### config.mk
export PLATFORM = sky130hd
export DESIGN_NAME = hi_lo_mult_div_sequencer
export DESIGN_NICKNAME = d
export VERILOG_FILES = /design/src/rtl/hi_lo_mult_div_sequencer.sv
export SDC_FILE = /design/constraint.sdc
export NUM_CORES = 1
export LEC_CHECK = 0
export CAP_MARGIN = 20
export CORE_AREA = 5 5 173 175
export DETAILED_ROUTE_END_ITERATION = 7
export DIE_AREA = 0 0 178 180
export PLACE_DENSITY = 0.75
export SLEW_MARGIN = 20
export SYNTH_ARGS = -nofsm -noshare
export SYNTH_HDL_FRONTEND = slang
export SYNTH_SLANG_ARGS = --single-unit
### constraint.sdc
create_clock -name clk -period 8.8 [get_ports clk]
set_clock_uncertainty 0.2 [all_clocks]
set_input_delay 2.2 -clock clk [delete_from_list [all_inputs] [get_ports clk]]
set_output_delay 2.2 -clock clk [all_outputs]
set_load 0.01 [all_outputs]
### src/rtl/hi_lo_mult_div_sequencer.sv
// HI/LO multi-cycle sequencer: iterative shift-add multiply and restoring
// divide sharing one 2*WIDTH working register, plus MTHI/MTLO writes.
//
// Issue handshake: start acts as "valid" and ~stall as "ready" for
// MULT/MULTU/DIV/DIVU/MTHI/MTLO. An instruction is accepted on the rising edge
// where start=1 and busy=0. While busy the issuer holds start, ALU_function and
// the operands stable. MFHI/MFLO may read hi/lo in any cycle where busy=0.
module hi_lo_mult_div_sequencer #(
   parameter int WIDTH = 32
) (
   input  logic             clk,
   input  logic             reset_n,
   input  logic             start,
   input  logic [5:0]       ALU_function,
   input  logic [WIDTH-1:0] operand_a,
   input  logic [WIDTH-1:0] operand_b,
   input  logic             read_request,
   output logic             busy,
   output logic             stall,
   output logic             done,
   output logic [WIDTH-1:0] hi,
   output logic [WIDTH-1:0] lo,
   output logic [1:0]       dbg_state
);

   localparam int CW = $clog2(WIDTH);
   localparam logic [CW-1:0] LAST = CW'(WIDTH - 1);

   localparam logic [1:0] S_IDLE = 2'd0;
   localparam logic [1:0] S_CALC = 2'd1;
   localparam logic [1:0] S_FIX  = 2'd2;

   localparam logic [5:0] F_MULT  = 6'b011000;
   localparam logic [5:0] F_MULTU = 6'b011001;
   localparam logic [5:0] F_DIV   = 6'b011010;
   localparam logic [5:0] F_DIVU  = 6'b011011;
   localparam logic [5:0] F_MTHI  = 6'b010001;
   localparam logic [5:0] F_MTLO  = 6'b010011;

   logic [1:0]         r_state;
   logic [CW-1:0]      r_count;
   logic [2*WIDTH-1:0] r_work;     // multiply: {acc, multiplier}; divide: {rem, quotient}
   logic [WIDTH-1:0]   r_opnd;     // multiplicand or divisor magnitude
   logic               r_is_div;
   logic               r_neg_lo;   // negate product / quotient
   logic               r_neg_hi;   // negate remainder (sign of dividend)
   logic               r_div0;
   logic [WIDTH-1:0]   r_hi;
   logic [WIDTH-1:0]   r_lo;
   logic               r_done;

   // Issue decode and operand magnitudes
   logic               w_is_mult;
   logic               w_is_div;
   logic               w_is_signed;
   logic               w_a_neg;
   logic               w_b_neg;
   logic [WIDTH-1:0]   w_a_abs;
   logic [WIDTH-1:0]   w_b_abs;

   assign w_is_mult   = (ALU_function == F_MULT) || (ALU_function == F_MULTU);
   assign w_is_div    = (ALU_function == F_DIV)  || (ALU_function == F_DIVU);
   assign w_is_signed = (ALU_function == F_MULT) || (ALU_function == F_DIV);
   assign w_a_neg     = w_is_signed & operand_a[WIDTH-1];
   assign w_b_neg     = w_is_signed & operand_b[WIDTH-1];
   assign w_a_abs     = w_a_neg ? (~operand_a + 1'b1) : operand_a;
   assign w_b_abs     = w_b_neg ? (~operand_b + 1'b1) : operand_b;

   // One multiply step: conditionally add multiplicand to the upper half, then
   // shift the whole register right with the carry entering at the top.
   logic [WIDTH:0]     w_sum;
   logic [2*WIDTH-1:0] w_mul_next;
   assign w_sum      = {1'b0, r_work[2*WIDTH-1:WIDTH]} +
                       (r_work[0] ? {1'b0, r_opnd} : {(WIDTH+1){1'b0}});
   assign w_mul_next = {w_sum, r_work[WIDTH-1:1]};

   // One restoring divide step: shift left, trial-subtract the divisor from the
   // partial remainder, keep the difference and set a quotient bit if no borrow.
   logic [WIDTH:0]     w_trial;
   logic [2*WIDTH-1:0] w_div_next;
   assign w_trial    = r_work[2*WIDTH-1:WIDTH-1] - {1'b0, r_opnd};
   assign w_div_next = w_trial[WIDTH] ? {r_work[2*WIDTH-2:0], 1'b0}
                                      : {w_trial[WIDTH-1:0], r_work[WIDTH-2:0], 1'b1};

   // Sign correction applied in FIX. A zero divisor yields an all-ones quotient
   // and leaves the dividend magnitude as remainder; re-applying the dividend
   // sign restores operand_a exactly.
   logic [2*WIDTH-1:0] w_prod_fix;
   logic [WIDTH-1:0]   w_q_fix;
   logic [WIDTH-1:0]   w_r_fix;
   logic [WIDTH-1:0]   w_fix_hi;
   logic [WIDTH-1:0]   w_fix_lo;
   assign w_prod_fix = r_neg_lo ? (~r_work + 1'b1) : r_work;
   assign w_q_fix    = r_div0 ? {WIDTH{1'b1}}
                              : (r_neg_lo ? (~r_work[WIDTH-1:0] + 1'b1) : r_work[WIDTH-1:0]);
   assign w_r_fix    = r_neg_hi ? (~r_work[2*WIDTH-1:WIDTH] + 1'b1) : r_work[2*WIDTH-1:WIDTH];
   assign w_fix_hi   = r_is_div ? w_r_fix : w_prod_fix[2*WIDTH-1:WIDTH];
   assign w_fix_lo   = r_is_div ? w_q_fix : w_prod_fix[WIDTH-1:0];

   // Sequencer FSM, iteration datapath and HI/LO registers
   always_ff @(posedge clk or negedge reset_n) begin
      if (!reset_n) begin
         r_state  <= S_IDLE;
         r_count  <= '0;
         r_work   <= '0;
         r_opnd   <= '0;
         r_is_div <= 1'b0;
         r_neg_lo <= 1'b0;
         r_neg_hi <= 1'b0;
         r_div0   <= 1'b0;
         r_hi     <= '0;
         r_lo     <= '0;
         r_done   <= 1'b0;
      end else begin
         r_done <= 1'b0;
         case (r_state)
            S_IDLE: begin
               if (start) begin
                  if (ALU_function == F_MTHI) begin
                     r_hi <= operand_a;
                  end else if (ALU_function == F_MTLO) begin
                     r_lo <= operand_a;
                  end else if (w_is_mult || w_is_div) begin
                     r_state  <= S_CALC;
                     r_count  <= '0;
                     r_is_div <= w_is_div;
                     r_work   <= {{WIDTH{1'b0}}, (w_is_div ? w_a_abs : w_b_abs)};
                     r_opnd   <= w_is_div ? w_b_abs : w_a_abs;
                     r_neg_lo <= w_a_neg ^ w_b_neg;
                     r_neg_hi <= w_a_neg;
                     r_div0   <= w_is_div && (operand_b == '0);
                  end
               end
            end
            S_CALC: begin
               r_work  <= r_is_div ? w_div_next : w_mul_next;
               r_count <= r_count + 1'b1;
               if (r_count == LAST) begin
                  r_state <= S_FIX;
               end
            end
            S_FIX: begin
               r_hi    <= w_fix_hi;
               r_lo    <= w_fix_lo;
               r_done  <= 1'b1;
               r_state <= S_IDLE;
            end
            default: r_state <= S_IDLE;
         endcase
      end
   end

   assign busy      = (r_state != S_IDLE);
   assign stall     = (start | read_request) & busy;
   assign done      = r_done;
   assign hi        = r_hi;
   assign lo        = r_lo;
   assign dbg_state = r_state;

endmodule

After elaboration in Yosys (flattened, before gate mapping) --
Cells that the tools add are included.
Word-level totals: register bits after elaboration 172, output and inout port bits 69, word-level logic and storage cells 99, bits of input ports 74
Operators by class: bitwise operators 12, add/sub/neg operators 8, mux-type cells 37, equal/unequal tests 16, reduce and logical (&&, ||, !) cells 15
Operators with widths (number):
- $mux 32 | 15
- $mux 64 | 7
- $add 32x1->32 const B | 4
- $not 32->32 | 4
- $pmux 32 s2 | 2
- $pmux 64 s2 | 1
- $add 64x1->64 const B | 1
- $not 64->64 | 1
- $eq 6x5->1 const B | 6
- $add 32x32->33 | 1
- $sub 33x32->33 | 1
- $logic_not 32->1 | 1
- $mux 5 | 4
- $reduce_and 5->1 | 3
- $ne 2x2->1 const B | 7
- $mux 2 | 5
- $pmux 5 s2 | 1
- $reduce_bool 2->1 | 3
- $add 5x1->5 const B | 1
- $eq 5x5->1 const B | 1
- $logic_or 1x1->1 | 4
- $pmux 2 s2 | 1
- $reduce_and 4->1 | 1
- $and 1x1->1 | 3
- other kinds (9) | 10

Longest topological paths before layout --
depth after elaboration 10, depth in mapped cells 15

Worst setup path after synthesis --
No wires, ideal clock.
path kind input port to output port, from in read_request, to out stall, path slack 4.004 ns, cell stages on the path 1, arrival time 2.396 ns, data required time 6.400 ns, path through o21a_1
On the way: word-level cells in the longest chain between the ends 2
RTL lines:
- start: declaration | line 17 | input logic read_request,
- $or 1x1->1 | line 154 | assign stall = (start | read_request) & busy;
- $and 1x1->1 | line 154
- end: declaration | line 19 | output logic stall,
Every way passes these cells.

Worst setup path after layout --
from in start, to out stall
On the way: word-level cells in the longest chain between the ends 2
RTL lines:
- start: declaration | line 13 | input logic start,
- $or 1x1->1 | line 154
- $and 1x1->1 | line 154
Every way passes these cells.

==> metrics.md <==
| Metric | Value |
|---|---|
| Fin. max-slew vios | `0` |
| Finish-stage setup viols | `0` |
| Tightest Pin Transition | `0.951 ns` |
| Layout cells sized above 1 | `0.0465` |
| Slew headroom | `0.366` |
| TritonCTS clock tree | `yes` |
| Most frequent cell after synthesis | `nand2_1` |
| Vias in the first global route | `14600` |
| Root buf cell | `clkbuf_16` |
| Slowest CP cell | `clkdlybuf4s50_1` |
| Antenna diodes | `0` |
| Number of enable flip-flop cells after synthesis | `0` |
| Arr. time, crit path | `between 3 and 4 ns` |
| Initial Util | `0.539` |
| Yosys warnings | `0` |
| Synth Register Bits | `roughly 170` |
| Top FF cell, synth | `dfrtp_1` |
| Netlist cell types | `between 80 and 90` |
| Sequential-to-total area share from yosys stat | `0.282` |
| Max FO, Critical Path | `3` |
| Post-route DRC | `0` |
| Unrepaired setup endpoints after global routing | `no` |
| CP peak stage delay | `between 0.5 and 0.6 ns` |
| Core area | `28300 um^2` |
| Synth area leader | `dfrtp_1` |
| Crit path top cell by count | `clkdlybuf4s50_1` |
| CP Launch Type | `input port` |
| Synth cell count leaders | `nand2_1, o21ai_0, dfrtp_1` |
| Pleak | `6.94 nW` |
| I/O pin total | `143` |
| Total track usage | `0.348` |
| Required time worst endpoint | `6.40 ns` |
| RD Place Congestion | `1.02` |
| Post_cts resized | `0` |
| Avg Cell Area, Syn | `between 7 and 8 um^2` |
| Clock Path Buffers | `2` |
| Final count of hold timing violations | `0` |
| P per Cell Area | `408 nW/um^2` |
| Cell area after layout | `~17000 um^2` |
| Mapped cell area | `between 15000 and 20000 um^2` |
| Top cells by area, synth | `dfrtp_1, nand2_1, ha_1` |
| First-pass iteration count of the detailed router | `6` |
| Fin crit period | `~5.7 ns` |
| Asr flop ratio synth | `1.00` |
| WL per Instance | `23.6 um` |
| Largest net degree at the start of global routing | `74` |
| Hold WC Path Type | `reg -> reg` |
| Instance count of the mapped netlist | `~2000` |
| Filler cells | `2556` |
| CP Capture Type | `output pin` |
| CP Cell Sequence | `clkdlybuf4s50_1 > o21a_1 > clkdlybuf4s50_1` |
| Port buffer count | `between 100 and 150` |
| Worst skew pair latency | `0.44 ns` |
| # hold bufs at CTS | `0` |
| Layout area overhead | `14.2%` |
| Post-route ant nets | `0` |
| TritonCTS Buffers | `17` |
| Clock sinks | `172` |
| Die Ht | `180 um` |
| Final nets | `between 2000 and 2500` |
| Die width | `around 180 um` |
| Vias after detailed routing | `15800` |
| Synth top area share | `0.282` |
| WL final | `57.2 mm` |
| Htree depth | `4` |
| DR vias/cell | `6.49` |
| Die area | `32000 um^2` |
| TNS Setup | `0 ns` |
| DP HPWL | `42.7 mm` |
| Initial DRC Count | `1928` |
| Max VDD drop | `roughly 300 uV` |
| Crit share post-route | `0.653` |
| Placed instance area | `16800 um^2` |
| FMAX | `about 170 MHz` |
| Status | `finished clean` |
| Worst-path clk slew | `0.07 ns` |
| Rows | `62` |
| GRT overflow | `0` |
| Antenna violations before repair | `0` |
| Max-capacitance violation count | `0` |
| Critical path class | `in -> out` |
| First-pass GRT wire length | `86.9 mm` |
| Post-CTS Setup Bufs | `0` |
| Syn Nets | `2122` |
critical path: cells and delay by family:
family | cells | cell delay [ns]
buffers and inverters | 2 | 1.03
AOI/OAI and AO/OA | 1 | 0.12
registers in the layout, indices dropped and copies added (netlist names):
signal,count
r_neg_hi,1
r_opnd,32
r_work,64
lo,32
dbg_state,2
hi,32
r_count,5
r_neg_lo,1
done,1
r_div0,1
r_is_div,1
cell type report:
cell class | count | area (um^2) | area share
clock buffer | 19 | 443 | 0.0254
clock inverter | 12 | 139 | 0.00796
inverter | 64 | 240 | 0.0138
multi-input combinational | 1614 | 10200 | 0.587
sequential | 172 | 4310 | 0.247
tap | 384 | 480 | 0.0275
timing repair buffer | 163 | 1590 | 0.0910
cells in the final DEF (no fill, tap or decap), types with 63 or more instances in the layout:
master	synthesis	routed
ha_1	70	70
nand2_1	287	287
clkdlybuf4s50_1	0	141
xnor2_1	78	78
xor2_1	96	96
o21ai_0	173	173
inv_1	63	63
mux2i_1	73	73
a21oi_1	140	139
nand3_1	93	92
nor2_1	164	163
dfrtp_1	172	171
through the flow:
stage / power, mW / std cells / setup slack, ns / hold WS [ns] / utilization
3_3_place_gp: 6.14 / 2396 / 3.04 / 0.270 / 0.595
6_report: 7.12 / 2428 / 3.05 / 0.297 / 0.616
4_1_cts: 7.02 / 2427 / 3.05 / 0.296 / 0.615
2_1_floorplan: 4.85 / 1976 / 4.00 / 0.239 / -
5_1_grt: 7.61 / 2428 / 3.01 / 0.320 / 0.616
3_5_place_dp: 6.22 / 2396 / 3.05 / 0.279 / 0.595
cell families after synthesis:
group / after synthesis / synth area share
flip-flops: 172 / 0.282
adder cells (fa/ha/maj): 72 / 0.0600
multiplexers: 78 / 0.0515
buffers and inverters: 190 / 0.0495
AO/OA/AOI/OAI: 587 / 0.246
AND/OR/NAND/NOR: 701 / 0.208
XOR/XNOR: 176 / 0.103
path summary, 6_finish.rpt:
check	startpoint	endpoint	slack, ns	cells after the start
setup reg to reg	r_work[31]$_DFFE_PN0P_	r_work[33]$_DFFE_PN0P_	4.23	13
min in group asynchronous	reset_n	done$_DFF_PN0_	1.61	1
hold reg to reg	r_opnd[28]$_DFFE_PN0P_	r_opnd[28]$_DFFE_PN0P_	0.30	2
max in group asynchronous	reset_n	r_is_div$_DFFE_PN0P_	5.52	2
setup / recovery	start	stall	3.05	3
hold / removal	r_opnd[28]$_DFFE_PN0P_	r_opnd[28]$_DFFE_PN0P_	0.30	2
power breakdown:
| group | total (mW) | internal, mW | switching, mW |
|---|---|---|---|
| logic | 4.62 | 1.88 | 2.74 |
| registers | 1.72 | 1.14 | 0.583 |
| clock network | 0.780 | 0.428 | 0.351 |
| total | 7.12 | 3.45 | 3.67 |
layer usage:
metal	share of wire	wire, um	track usage
met5	0	0	0
met4	0.042	2390	0.139
met3	0.11	6410	0.0649
met2	0.44	25100	0.534
met1	0.41	23300	0.484
No activity file was read; power rests on OpenSTA's default activity.
